`src/rtl/xadc_temp_monitor.sv`:
```
// Temperature XADC conversion scheduler: periodic SOC pulses, EOC capture,
// power-of-two averaging and a hysteretic over-temperature flag.
module xadc_temp_monitor #(
    parameter int unsigned SOC_PERIOD = 100000,
    parameter int unsigned TIMEOUT    = 1024,
    parameter int unsigned AVG_LOG2   = 4,
    parameter logic [11:0] ALARM_HI   = 12'hB5F,
    parameter logic [11:0] ALARM_LO   = 12'hB0E
) (
    input  logic        Clk,
    input  logic        Rst,
    input  logic        Enable,
    output logic        AdcSoc,
    input  logic        AdcEoc,
    input  logic [11:0] AdcData,
    output logic [11:0] TempAvg,
    output logic        TempValid,
    output logic        OverTemp,
    output logic        Timeout
);

    localparam int unsigned PER_W = (SOC_PERIOD > 1) ? $clog2(SOC_PERIOD) : 1;
    localparam int unsigned TO_W  = $clog2(TIMEOUT + 1);
    localparam int unsigned ACC_W = 12 + AVG_LOG2;
    localparam int unsigned CNT_W = (AVG_LOG2 > 0) ? AVG_LOG2 : 1;

    localparam logic [PER_W-1:0] PER_LAST = PER_W'(SOC_PERIOD - 1);
    localparam logic [TO_W-1:0]  TO_LAST  = TO_W'(TIMEOUT - 1);
    localparam logic [CNT_W-1:0] SMP_LAST = CNT_W'((2 ** AVG_LOG2) - 1);

    typedef enum logic [2:0] {
        S_IDLE,
        S_WAIT_TICK,
        S_SOC,
        S_WAIT_EOC,
        S_CAPTURE
    } state_t;

    state_t             r_state;
    state_t             w_next;
    logic [PER_W-1:0]   r_per_cnt;
    logic               r_tick;
    logic [TO_W-1:0]    r_to_cnt;
    logic [ACC_W-1:0]   r_acc;
    logic [CNT_W-1:0]   r_smp_cnt;
    logic [11:0]        r_temp_avg;
    logic               r_temp_valid;
    logic               r_over_temp;
    logic               r_timeout;

    logic [ACC_W-1:0]   w_sum;
    logic [11:0]        w_avg;
    logic               w_to_hit;
    logic               w_publish;

    assign w_sum     = r_acc + ACC_W'(AdcData);
    assign w_avg     = 12'(w_sum >> AVG_LOG2);
    assign w_to_hit  = (r_state == S_WAIT_EOC) && !AdcEoc && (r_to_cnt == TO_LAST);
    assign w_publish = (r_state == S_CAPTURE) && (r_smp_cnt == SMP_LAST);

    assign TempAvg   = r_temp_avg;
    assign TempValid = r_temp_valid;
    assign OverTemp  = r_over_temp;
    assign Timeout   = r_timeout;

    always_ff @(posedge Clk or posedge Rst) begin
        if (Rst) begin
            r_state <= S_IDLE;
        end else begin
            r_state <= w_next;
        end
    end

    always_comb begin
        w_next = r_state;
        AdcSoc = 1'b0;
        case (r_state)
            S_IDLE: begin
                if (Enable) begin
                    w_next = S_WAIT_TICK;
                end
            end
            S_WAIT_TICK: begin
                if (!Enable) begin
                    w_next = S_IDLE;
                end else if (r_tick) begin
                    w_next = S_SOC;
                end
            end
            S_SOC: begin
                AdcSoc = 1'b1;
                w_next = S_WAIT_EOC;
            end
            S_WAIT_EOC: begin
                // EOC takes priority over the terminal timeout count
                if (AdcEoc) begin
                    w_next = S_CAPTURE;
                end else if (r_to_cnt == TO_LAST) begin
                    w_next = Enable ? S_WAIT_TICK : S_IDLE;
                end
            end
            S_CAPTURE: begin
                w_next = Enable ? S_WAIT_TICK : S_IDLE;
            end
            default: begin
                w_next = S_IDLE;
            end
        endcase
    end

    // Tick is registered so the first SOC lands SOC_PERIOD+1 cycles after enable
    always_ff @(posedge Clk or posedge Rst) begin
        if (Rst) begin
            r_per_cnt <= '0;
            r_tick    <= 1'b0;
        end else if (r_state == S_IDLE) begin
            r_per_cnt <= '0;
            r_tick    <= 1'b0;
        end else if (!Enable) begin
            r_tick    <= 1'b0;
        end else begin
            r_tick    <= (r_per_cnt == PER_LAST);
            r_per_cnt <= (r_per_cnt == PER_LAST) ? '0 : r_per_cnt + 1'b1;
        end
    end

    always_ff @(posedge Clk or posedge Rst) begin
        if (Rst) begin
            r_to_cnt <= '0;
        end else if (r_state == S_SOC) begin
            r_to_cnt <= '0;
        end else if ((r_state == S_WAIT_EOC) && (r_to_cnt != TO_LAST)) begin
            r_to_cnt <= r_to_cnt + 1'b1;
        end
    end

    always_ff @(posedge Clk or posedge Rst) begin
        if (Rst) begin
            r_timeout <= 1'b0;
        end else if (w_to_hit) begin
            r_timeout <= 1'b1;
        end
    end

    always_ff @(posedge Clk or posedge Rst) begin
        if (Rst) begin
            r_acc        <= '0;
            r_smp_cnt    <= '0;
            r_temp_avg   <= '0;
            r_temp_valid <= 1'b0;
            r_over_temp  <= 1'b0;
        end else begin
            r_temp_valid <= 1'b0;
            if (r_state == S_IDLE) begin
                r_acc     <= '0;
                r_smp_cnt <= '0;
            end else if (w_publish) begin
                r_acc        <= '0;
                r_smp_cnt    <= '0;
                r_temp_avg   <= w_avg;
                r_temp_valid <= 1'b1;
                if (w_avg >= ALARM_HI) begin
                    r_over_temp <= 1'b1;
                end else if (w_avg <= ALARM_LO) begin
                    r_over_temp <= 1'b0;
                end
            end else if (r_state == S_CAPTURE) begin
                r_acc     <= w_sum;
                r_smp_cnt <= r_smp_cnt + 1'b1;
            end
        end
    end

endmodule

```
`config.mk`:
```
export PLATFORM = sky130hd
export DESIGN_NAME = xadc_temp_monitor
export DESIGN_NICKNAME = d
export VERILOG_FILES = /design/src/rtl/xadc_temp_monitor.sv
export SDC_FILE = /design/constraint.sdc
export NUM_CORES = 1
export LEC_CHECK = 0
export BUFFER_PORTS_ARGS = -buffer_cell sky130_fd_sc_hd__buf_2
export CAP_MARGIN = 10
export CORE_UTILIZATION = 50
export CTS_CLUSTER_DIAMETER = 200
export DETAILED_ROUTE_END_ITERATION = 16
export GPL_ROUTABILITY_DRIVEN = 0
export PLACE_DENSITY = 0.69
export SLEW_MARGIN = 20
export SYNTH_ARGS = -nofsm -noshare
export SYNTH_HDL_FRONTEND = slang
export SYNTH_SLANG_ARGS = --single-unit
```
`constraint.sdc`:
```
create_clock -name Clk -period 4.6 [get_ports Clk]
set_clock_uncertainty 0.15 [all_clocks]
set_input_delay 1.38 -clock Clk [delete_from_list [all_inputs] [get_ports Clk]]
set_output_delay 1.38 -clock Clk [all_outputs]
set_load 0.005 [all_outputs]
```
==> key figures <==
Timing
  • Max_slew headroom: 31.6%
  • Final Slew Violations: 0
  • Fmax: approximately 250 MHz
  • Worst-margin pin slew: between 1 and 1.5 ns
  • RSZ-0062 raised after global routing: no
  • Part of the cycle the worst path needs: approximately 86%
  • Final hold viol count: 0
  • Setup TNS: 0 ns
  • Endpoints failing setup: 0
  • Min Tclk post-route: between 3 and 4 ns

Drt
  • DRC Markers: 0
  • Routed len/inst: 13.7 um
  • First-pass DRT Iterations: 5
  • Vias/cell: 5.49
  • Iteration-0 DRC Markers: between 150 and 200
  • Via count: ~2700
  • Final WL: just under 7000 um
  • Antenna viol nets, final: 0

Clock network
  • Clock Sink Count: 67
  • Cts repair resizes: 0
  • Post-CTS setup buffers: 0
  • TritonCTS clock tree: done
  • Number of CTS-inserted buffers: 9
  • # H-tree levels: 3
  • Root buf cell: clkbuf_8
  • Clock Latency Late Sink: 0.35 ns
  • CTS clk-pin slew, worst paths: approximately 0.07 ns
  • Number of hold buffers added after CTS: 0
  • Maximum clock path buffer count: 2

Logic synthesis
  • Synth Area in XOR/XNOR: under 10%
  • Compound-gate portion of the synthesized area: around 16%
  • Syn nets: about 400
  • Distinct cells, synth: 49
  • Largest family of logic cells by synthesized area: simple AND/OR/NAND/NOR gates
  • Post-Synth Adder-Cell Area: 5.92%
  • Post-synth EDFFs: 0
  • Post-synth top flop: dfrtp_1
  • Mapped cell area: roughly 3500 sq um
  • Syn avg cell area: around 9.6 sq um
  • Synth warn: 0
  • Sequential element share of the synthesized area: about 48%
  • Mux cell area share after synthesis: less than 1%
  • Mapped Cells: ~370
  • Synthesized flop and latch total: 67
  • Ys async rst share: 100%
  • Simple-Gate Fraction of Synth Area: about 20%

Min path
  • Worst hold path class: reg2reg
  • Hold Path Depth: 1
  • Hold_sp: Timeout
  • Hold EP: Timeout

Setup path
  • Crit path arrival time: roughly 4.1 ns
  • R2R Setup Slk: around 1.4 ns
  • Worst setup SP type: primary input
  • Reg2Reg Depth: 10
  • Worst Path Class, Setup: in2reg
  • Reg-to-reg startpoint: r_acc[0]
  • Worst-path maximum fanout: 5
  • Bufs and invs on worst path: 1
  • Worst-path cell chain: buf_2, ha_1, fa_1, a21o_1, a221o_1, a32oi_2, a211oi_2, xnor2_1, o2bb2ai_1, a211o_1, a221o_1
  • Nature of the critical path endpoint: register
  • Family with the most delay on the worst path: compound AO/OA/AOI/OAI gates
  • Worst path required time: between 4 and 5 ns
  • Worst r2r dst: OverTemp
  • WP depth: 11
  • Slowest stage cell, crit path: fa_1
  • Most frequent cell on the critical path: a221o_1
  • Max stage delay on crit path: 0.40 ns

GRT
  • Initial antenna violation count: 0
  • Largest net degree at the start of global routing: 40
  • Total track usage: a little over a fifth
  • First-pass GRT wire length: 12000 um
  • Via count of the first global-routing pass: roughly 2700
  • Total grt overflow: 0

Pwr
  • Overall Power: approximately 0.0012 W
  • Pwr per Cell Area: between 300 and 400 nW/um^2
  • Leak: ~1.9 nW
  • Worst vdd ir: roughly 0.22 mV

Layout
  • Sequential cell area: 1680 sq um
  • Footprint of the multi-input gates: 1770 sq um
  • Fin nets: roughly 430
  • Ant. Diodes: 0
  • Number of fill cells: approximately 590
  • Layout area overhead: 12.2%
  • Share of cells above drive strength 1: 13.6%
  • Finished Core Util: a little under 60%

Floorplan
  • Core area: around 6800 sq um
  • Die X: about 86 um
  • Num ports: 32
  • Initial core utilization: around 52%
  • Die Y: between 80 and 90 um
  • Cell Rows: 30
  • Die Area: roughly 7400 sq um

Place
  • IO Port Bufs: 31
  • Dpl hpwl: between 4000 and 5000 um

Flow run
  • Max-cap violations: 0

Outcome
  • Status: completed
[through the flow]
| step | cell area (sq um) | worst slack, ns | cells | hold slack, ns |
|---|---|---|---|---|
| after CTS | 3930 | 0.647 | 500 | 0.311 |
| after global routing | 3930 | 0.411 | 500 | 0.334 |
| after global placement | 3750 | 0.353 | 485 | 0.292 |
| final | 3930 | 0.635 | 500 | 0.309 |
| after floorplan | 3510 | 0.573 | 367 | 0.294 |
| after detailed placement | 3750 | 0.279 | 485 | 0.293 |
[flip-flops by register name (all words and copies together) (netlist names)]
name,cells
TempValid,1
r_state,3
r_per_cnt,17
OverTemp,1
r_tick,1
Timeout,1
r_to_cnt,11
r_acc,16
TempAvg,12
r_smp_cnt,4
[metal layers]
layer	routed length [um]	share of wire (%)	GRT usage, %
met1	3380	49	27.7
met2	3110	45	32.7
met3	203	3.0	3.75
met4	158	2.3	10.8
met5	0	0	0
[layout by cell type, fill, tap and decap left out, types with 2 or more instances in the layout]
master,count
dfrtp_1,67
nand2_1,59
o21ai_0,32
buf_2,31
nor2_1,30
xor2_1,22
a21oi_1,16
ha_1,15
nand3_1,14
clkbuf_8,12
nand4_1,10
a22o_1,9
and3_1,8
or3_1,7
xnor2_1,7
a21o_1,7
inv_1,4
nor3_1,4
nor3b_1,3
and4_1,2
nor4b_1,2
nor2b_1,2
or2_2,2
a211oi_1,2
o211ai_1,2
a21boi_0,2
a221o_1,2
a221oi_1,2
a31oi_1,2
clkinv_2,2
buf_4,2
[cell type report]
cell class / count / area share (%)
repair buffers: 33 / 4.33
well taps: 96 / 3.05
multi-input cells: 283 / 44.9
flip-flops and latches: 67 / 42.6
inverters: 6 / 0.573
clock buffers: 13 / 4.29
clock inverters: 2 / 0.254
[kinds of logic (layout without fill, tap and decap cells)]
group	count (synthesis)	in the layout
simple gates	148	148
compound gates	88	88
flops	67	67
xor+xnor	30	30
buf+inv	17	54
fa+ha+maj	16	16
mux	1	1
[power breakdown]
part           switching (W)  internal, W  leakage [nW]  total [W]
registers          0.0000183     0.000605         0.870   0.000624
logic              0.0000703    0.0000385         0.901   0.000109
clock network       0.000219     0.000235        0.0953   0.000455
total               0.000308     0.000879          1.87    0.00119
[cells in the mapped netlist (8+ instances only)]
cell type / instances / area share, %
nand2_1: 59 / 6.3
xor2_1: 22 / 5.5
nand4_1: 10 / 1.8
nand3_1: 14 / 2.0
ha_1: 15 / 5.4
dfrtp_1: 67 / 48
and3_1: 8 / 1.4
clkbuf_1: 11 / 1.2
o21ai_0: 32 / 4.6
a21oi_1: 16 / 2.3
a22o_1: 9 / 2.2
nor2_1: 30 / 3.2
[worst reg2reg max path, cell delays in order, from the launching register on]
cell and delay [ns]:
dfrtp_1 0.38, ha_1 0.22, fa_1 0.40, a21o_1 0.20
a221o_1 0.38, a32oi_2 0.29, a211oi_2 0.11, xnor2_1 0.20
o2bb2ai_1 0.16, a211o_1 0.29, a221o_1 0.31
[how the worst max path moves through the flow]
| stage | to | from | slack (ns) |
|---|---|---|---|
| finish | OverTemp | AdcData[0] | 0.64 |
| global placement | OverTemp | AdcData[0] | 0.35 |
| CTS | OverTemp | AdcData[0] | 0.65 |
| floorplan | OverTemp | AdcData[0] | 0.57 |
| global route | OverTemp | AdcData[0] | 0.41 |
| detailed placement | OverTemp | AdcData[0] | 0.28 |
No activity file was read; power rests on OpenSTA's default activity.
